`config.mk`:
```
export PLATFORM = sky130hd
export DESIGN_NAME = ram_boot_loader
export DESIGN_NICKNAME = d
export VERILOG_FILES = /design/src/rtl/ram_boot_pkg.sv /design/src/rtl/ram_boot_loader_packer.sv /design/src/rtl/ram_boot_loader.sv
export SDC_FILE = /design/constraint.sdc
export NUM_CORES = 1
export LEC_CHECK = 0
export CORE_MARGIN = 2
export CORE_UTILIZATION = 45
export DETAILED_ROUTE_END_ITERATION = 8
export PLACE_DENSITY = 0.76
export SLEW_MARGIN = 20
export SYNTH_ARGS = -nofsm -noshare
export SYNTH_HDL_FRONTEND = slang
export SYNTH_HIERARCHICAL = 1
export SYNTH_SLANG_ARGS = --single-unit
```
`constraint.sdc`:
```
create_clock -name pclk -period 2.15 [get_ports pclk]
set_input_delay 0.43 -clock pclk [delete_from_list [all_inputs] [get_ports pclk]]
set_output_delay 0.43 -clock pclk [all_outputs]
set_load 0.02 [all_outputs]
```
`src/rtl/ram_boot_pkg.sv`:
```
// ram_boot_pkg: shared states and framing constants for the RAM boot loader
package ram_boot_pkg;
    typedef enum logic [2:0] {HDR0, HDR1, DATA, CSUM, DONE, ERROR} state_t;
    localparam int HDR_BYTES      = 2;
    localparam int BYTES_PER_WORD = 4;
endpackage

```
`src/rtl/ram_boot_loader_packer.sv`:
```
// boot_word_packer: assembles little-endian bytes into 32-bit words
module boot_word_packer
    import ram_boot_pkg::*;
(
    input  logic        pclk,
    input  logic        RESET,
    input  logic        clr,
    input  logic        byte_valid,
    input  logic [7:0]  byte_in,
    output logic        lane_last,
    output logic        word_valid,
    output logic [31:0] word
);
    localparam int LW = $clog2(BYTES_PER_WORD);
    logic [LW-1:0] lane;
    logic [31:0]   sr;
    assign lane_last = lane == LW'(BYTES_PER_WORD - 1);
    // shift bytes in from the top so byte 0 ends up in bits 7:0; pulse on the last lane
    always_ff @(posedge pclk or negedge RESET) begin
        if (!RESET) begin
            lane       <= '0;
            sr         <= '0;
            word_valid <= 1'b0;
            word       <= '0;
        end else if (clr) begin
            lane       <= '0;
            sr         <= '0;
            word_valid <= 1'b0;
        end else begin
            word_valid <= byte_valid && lane_last;
            if (byte_valid) begin
                sr   <= {byte_in, sr[31:8]};
                lane <= lane + LW'(1);
                if (lane_last) word <= {byte_in, sr[31:8]};
            end
        end
    end
endmodule

```
`src/rtl/ram_boot_loader.sv`:
```
// ram_boot_loader: loads a checksummed byte-stream image into RAM, then releases the core
module ram_boot_loader
    import ram_boot_pkg::*;
#(
    parameter int RAM_WORDS = 1536,
    parameter int ADDR_W    = 11,
    parameter int TIMEOUT   = 65535
) (
    input  logic              pclk,
    input  logic              RESET,
    input  logic [7:0]        in_data,
    input  logic              in_valid,
    output logic              in_ready,
    input  logic              restart,
    output logic              ram_we,
    output logic [ADDR_W-1:0] ram_addr,
    output logic [31:0]       ram_wdata,
    output logic              core_resetn,
    output logic              done,
    output logic              error,
    output logic [ADDR_W:0]   words_loaded
);
    localparam int TW = $clog2(TIMEOUT + 1);
    state_t                 state, next;
    logic [8*HDR_BYTES-1:0] n, n_full;
    logic [7:0]             acc;
    logic [TW-1:0]          tcnt;
    logic [ADDR_W:0]        ptr;
    logic                   accept, take_data, lane_last, last_word, restart_ok, timing, timed_out;
    assign accept     = in_valid && in_ready;
    assign take_data  = accept && state == DATA;
    assign n_full     = {in_data, n[8*HDR_BYTES-1:8]};
    assign restart_ok = restart && (state == DONE || state == ERROR);
    assign timing     = state == HDR1 || state == DATA || state == CSUM;
    assign timed_out  = timing && !accept && tcnt == TW'(TIMEOUT - 1);
    assign last_word  = lane_last && (32'(ptr) + 32'(ram_we) + 32'd1 == 32'(n));
    assign ram_addr     = ptr[ADDR_W-1:0];
    assign words_loaded = ptr;

    boot_word_packer u_packer (
        .pclk       (pclk),
        .RESET      (RESET),
        .clr        (restart_ok),
        .byte_valid (take_data),
        .byte_in    (in_data),
        .lane_last  (lane_last),
        .word_valid (ram_we),
        .word       (ram_wdata)
    );

    // next-state: header, payload, checksum, then park in DONE/ERROR until restart
    always_comb begin
        next = state;
        if (timed_out) next = ERROR;
        else begin
            unique case (state)
                HDR0:        next = accept ? HDR1 : HDR0;
                HDR1:        next = !accept ? HDR1 : 32'(n_full) > RAM_WORDS ? ERROR : n_full == '0 ? CSUM : DATA;
                DATA:        next = take_data && last_word ? CSUM : DATA;
                CSUM:        next = !accept ? CSUM : in_data == acc ? DONE : ERROR;
                DONE, ERROR: next = restart ? HDR0 : state;
                default:     next = HDR0;
            endcase
        end
    end

    // state, header capture, checksum, idle timer, write pointer and status flags
    always_ff @(posedge pclk or negedge RESET) begin
        if (!RESET) begin
            state       <= HDR0;
            in_ready    <= 1'b0;
            n           <= '0;
            acc         <= '0;
            tcnt        <= '0;
            ptr         <= '0;
            done        <= 1'b0;
            error       <= 1'b0;
            core_resetn <= 1'b0;
        end else begin
            state       <= next;
            in_ready    <= next == HDR0 || next == HDR1 || next == DATA || next == CSUM;
            n           <= accept && (state == HDR0 || state == HDR1) ? n_full : n;
            acc         <= restart_ok ? '0 : take_data ? acc ^ in_data : acc;
            tcnt        <= accept || !timing ? '0 : tcnt + TW'(1);
            ptr         <= restart_ok ? '0 : ram_we ? ptr + (ADDR_W + 1)'(1) : ptr;
            done        <= state == DONE && !restart;
            core_resetn <= state == DONE && !restart;
            error       <= next == ERROR;
        end
    end
endmodule
```
==> results of run 1 <==
==> per-layer routing <==
metal | GRT usage, % | wire length (um) | vias up
li1 | - | - | 1876
met5 | 0 | 0 | -
met3 | 4.62 | 405 | 23
met4 | 8.49 | 294 | 0
met2 | 33.8 | 6370 | 88
met1 | 25.3 | 5390 | 2013
==> cell usage after synthesis, drive strengths merged (4+ instances only) <==
master and number:
xnor2 21, and3 5, o21ai 9, xor2 32, mux2 50, or3 10
nand3 13, inv 10, nor4 4, nand4 9, nor3 11, clkbuf 7
dfrtp 117, a21oi 8, buf 26, nor2 67, ha 6, mux2i 26
nand2 25
==> registers in the layout, indices dropped and copies added, names as in the netlist, 2 cells and up <==
name and count:
acc 8, n 16, state 3, tcnt 16, u_packer/lane 2, u_packer/sr 24, u_packer/word 32, words_loaded 12
==> worst register-to-register path: cells and delay by family (launching register included) <==
family                     cells  cell delay (ps)
buffers and inverters          2              110
and+or+nand+nor                2              620
DFF                            1              400
xor gates and xnor gates       1              130
AOI/OAI and AO/OA              2              310
adders and majority gates      2              370
==> layout make-up <==
| cell class | instances | area (sq um) | share of cell area [%] |
|---|---|---|---|
| Sequential cell | 117 | 2930 | 39.8 |
| Clock inverter | 12 | 155 | 2.11 |
| Tap cell | 172 | 215 | 2.92 |
| Multi-Input combinational cell | 328 | 2540 | 34.6 |
| Clock buffer | 20 | 437 | 5.93 |
| Timing Repair Buffer | 108 | 1040 | 14.1 |
| Inverter | 10 | 40.0 | 0.544 |
==> logic make-up after synthesis <==
| group | after synthesis | share of synthesized area (%) |
|---|---|---|
| compound gates | 30 | 3.49 |
| xor+xnor | 53 | 8.15 |
| buf+inv | 43 | 4.62 |
| fa+ha+maj | 6 | 1.32 |
| flops | 117 | 51.4 |
| simple gates | 163 | 14.6 |
| mux | 76 | 16.4 |
==> through the flow <==
stage	total power [mW]	setup WS, ps	area [sq um]
CTS	6.78	2.23	7360
detailed placement	3.93	-200	6750
floorplan	3.44	-22.0	5740
global route	7.03	14.5	7360
global placement	3.87	-169	6750
finish	6.73	99.7	7360
==> worst paths after layout <==
| check | startpoint | to | slack, ps | cells past startpoint |
|---|---|---|---|---|
| worst min register to register | tcnt[0]$_DFF_PN0_ | tcnt[0]$_DFF_PN0_ | 500 | 1 |
| worst max register to register | words_loaded[0]$_DFFE_PN0P_ | state[0]$_DFF_PN0_ | 100 | 9 |
| worst min-delay path | RESET | u_packer/word[14]$_DFFE_PN0P_ | 370 | 2 |
| max in group asynchronous | RESET | words_loaded[0]$_DFFE_PN0P_ | 1160 | 3 |
| worst max-delay path | words_loaded[0]$_DFFE_PN0P_ | state[0]$_DFF_PN0_ | 100 | 9 |
| min in group pclk | tcnt[0]$_DFF_PN0_ | tcnt[0]$_DFF_PN0_ | 500 | 1 |
==> cells in the final DEF (no fill, tap or decap), types with 12 or more instances in the layout <==
| cell type | netlist | final |
|---|---|---|
| dfrtp_1 | 117 | 115 |
| clkdlybuf4s50_1 | 0 | 70 |
| nor2_1 | 67 | 67 |
| buf_4 | 15 | 33 |
| xor2_1 | 32 | 32 |
| mux2_4 | 29 | 29 |
| mux2i_1 | 26 | 26 |
| nand2_1 | 25 | 25 |
| mux2_2 | 21 | 21 |
| xnor2_1 | 21 | 20 |
| clkbuf_16 | 0 | 17 |
| nand3_1 | 12 | 12 |
==> power by group through the flow <==
stage	logic [mW]	registers [mW]	clock network (mW)
floorplan	0.769	2.67	0
global placement	1.15	2.71	0
detailed placement	1.20	2.73	0
CTS	1.22	2.70	2.86
global route	1.32	2.74	2.97
finish	1.21	2.70	2.82
==> timing repair <==
item / CTS / global route
gates cloned: 0 / 0
endpoints found under the setup margin: 1 / 1
pin swaps: 3 / 1
endpoints found under the hold margin: 4 / 0
buffers inserted: 0 / 0
hold buffers: 1 / 0
resized for setup: 2 / 1
==> key figures, run 1 <==
Routing
  • Post-detailed-route wirelength per cell: 16.2 um
  • TritonRoute pass-1 iters: 4
  • Via count: 4000
  • Final wirelength: 12.5 mm
  • DR iter-0 viols: 296
  • Via density per instance: 5.22
  • Final antenna-violating net count: 0
  • DR DRC count: 0

Placed design
  • Placed cells: 734
  • RD Place Congestion: 0.850
  • PortBufs: 71
  • HPWL Detailed: 8.40 mm

Power
  • Clk pwr share: 41.9%
  • Sw frac: 27.8%
  • Power share of the combinational group: 18.0%
  • Internal power: 4.86 mW
  • Leak Pwr: 3.34 nW
  • P_sw: 1.87 mW
  • Part of the power in registers: 40.2%
  • Maximum vdd drop: 486 uV
  • P per Cell Area: 915 nW/um^2

Timing
  • Slew Limit Fails: 0
  • Final period util: 95.4%
  • Skew final: 8.31 ps
  • Final hold vios: 0
  • Least-Margin Pin Slew: 513 ps
  • RSZ-0062 raised after global routing: no
  • # setup viols final: 0
  • Fmax: 488 MHz
  • Fin crit period: 2050 ps
  • Setup TNS Final: 0 ps
  • Worst hold slack: 374 ps
  • Worst slew margin: 65.8%

Die
  • Die Y-Extent: 116 um
  • Die width: 116 um
  • Die ar.: 13600 sq um
  • Row count: 41
  • Top Ports: 72
  • Starting Density: 45.7%
  • Core area: 12500 sq um

Clock tree
  • CTS root buf: clkbuf_16
  • CTS tree: done
  • Clk sinks: 117
  • CTS Buffer Depth: 2
  • H-tree depth: 4
  • Reg clk slew, reported paths: 50 ps
  • Worst skew pair latency: 420 ps
  • CTS buffer count: 17

Synth
  • Post-Syn Area per Cell: 11.7 sq um
  • Yosys reg bits: 117
  • Yosys warnings: 6
  • Sequential share of the synthesized area: 51.4%
  • Syn_nets: 506
  • Post-synth EDFFs: 0
  • Top_reg_cell synth: dfrtp_1
  • Post-Synthesis Cell Area: 5690 sq um
  • Yosys cell types: 47
  • Leading area contributor after synthesis: dfrtp_1
  • Yosys top cell area share: 51.4%
  • Post-synth ARST share: 100%
  • Cells after Synth: 488
  • Synth top area cells: dfrtp_1 (51%), mux2_4 (7.6%), xor2_1 (4.9%)

Worst setup path
  • Crit-path cells: inv_2, ha_4, inv_2, ha_4, xnor2_2, and3_1, o2111ai_1, or4_1, o41ai_2
  • CP arrival: 2370 ps
  • Slowest CP cell: or4_1
  • WS Path Type: flop to flop
  • CP peak stage delay: 440 ps
  • Worst Path Buf+Inv: 2
  • Worst-path maximum fanout: 3
  • CP required: 2470 ps
  • Worst Setup Start Kind: flop
  • CP Capture Type: flop
  • Worst path top cell family by delay: simple AND/OR/NAND/NOR gates

Layout
  • Layout cell share with drive strength beyond 1: 22.4%
  • # diodes: 0
  • Fill count: 991
  • Area grow syn2layout: 29.3%
  • Final Core Density: 59.0%
  • Non-Filler Instances: 767
  • Nets: 600

Global route
  • Largest net degree at the start of global routing: 75
  • First-pass GRT wire length: 20.8 mm
  • Total track usage: 20.2%
  • Gr ovfl total: 0
  • Vias in the first global route: 4082
  • Initial antenna violation count: 0

Status
  • Status: complete, no violations

Run
  • Max-cap viol count: 0

Hold path
  • Type of the tightest min-delay check: input port to async pin
No activity file was read; power rests on OpenSTA's default activity.
==> inputs of run 2 (changes only) <==
--- a/config.mk
+++ b/config.mk
@@ -7,6 +7,7 @@
 export LEC_CHECK = 0
 export CORE_MARGIN = 2
 export CORE_UTILIZATION = 45
+export CTS_CLUSTER_SIZE = 16
 export DETAILED_ROUTE_END_ITERATION = 8
 export PLACE_DENSITY = 0.76
 export SLEW_MARGIN = 20
==> results of run 2 <==
The final DEF is identical to that of run 1; final timing and power are the same.
==> inputs of run 3 (changes only) <==
--- a/config.mk
+++ b/config.mk
@@ -5,10 +5,12 @@
 export SDC_FILE = /design/constraint.sdc
 export NUM_CORES = 1
 export LEC_CHECK = 0
+export ABC_CLOCK_PERIOD_IN_PS = 2150
 export CORE_MARGIN = 2
 export CORE_UTILIZATION = 45
 export CTS_CLUSTER_SIZE = 16
 export DETAILED_ROUTE_END_ITERATION = 8
+export GPL_ROUTABILITY_DRIVEN = 0
 export PLACE_DENSITY = 0.76
 export SLEW_MARGIN = 20
 export SYNTH_ARGS = -nofsm -noshare
==> results of run 3 <==
The final DEF is identical to that of run 1; final timing and power are the same.
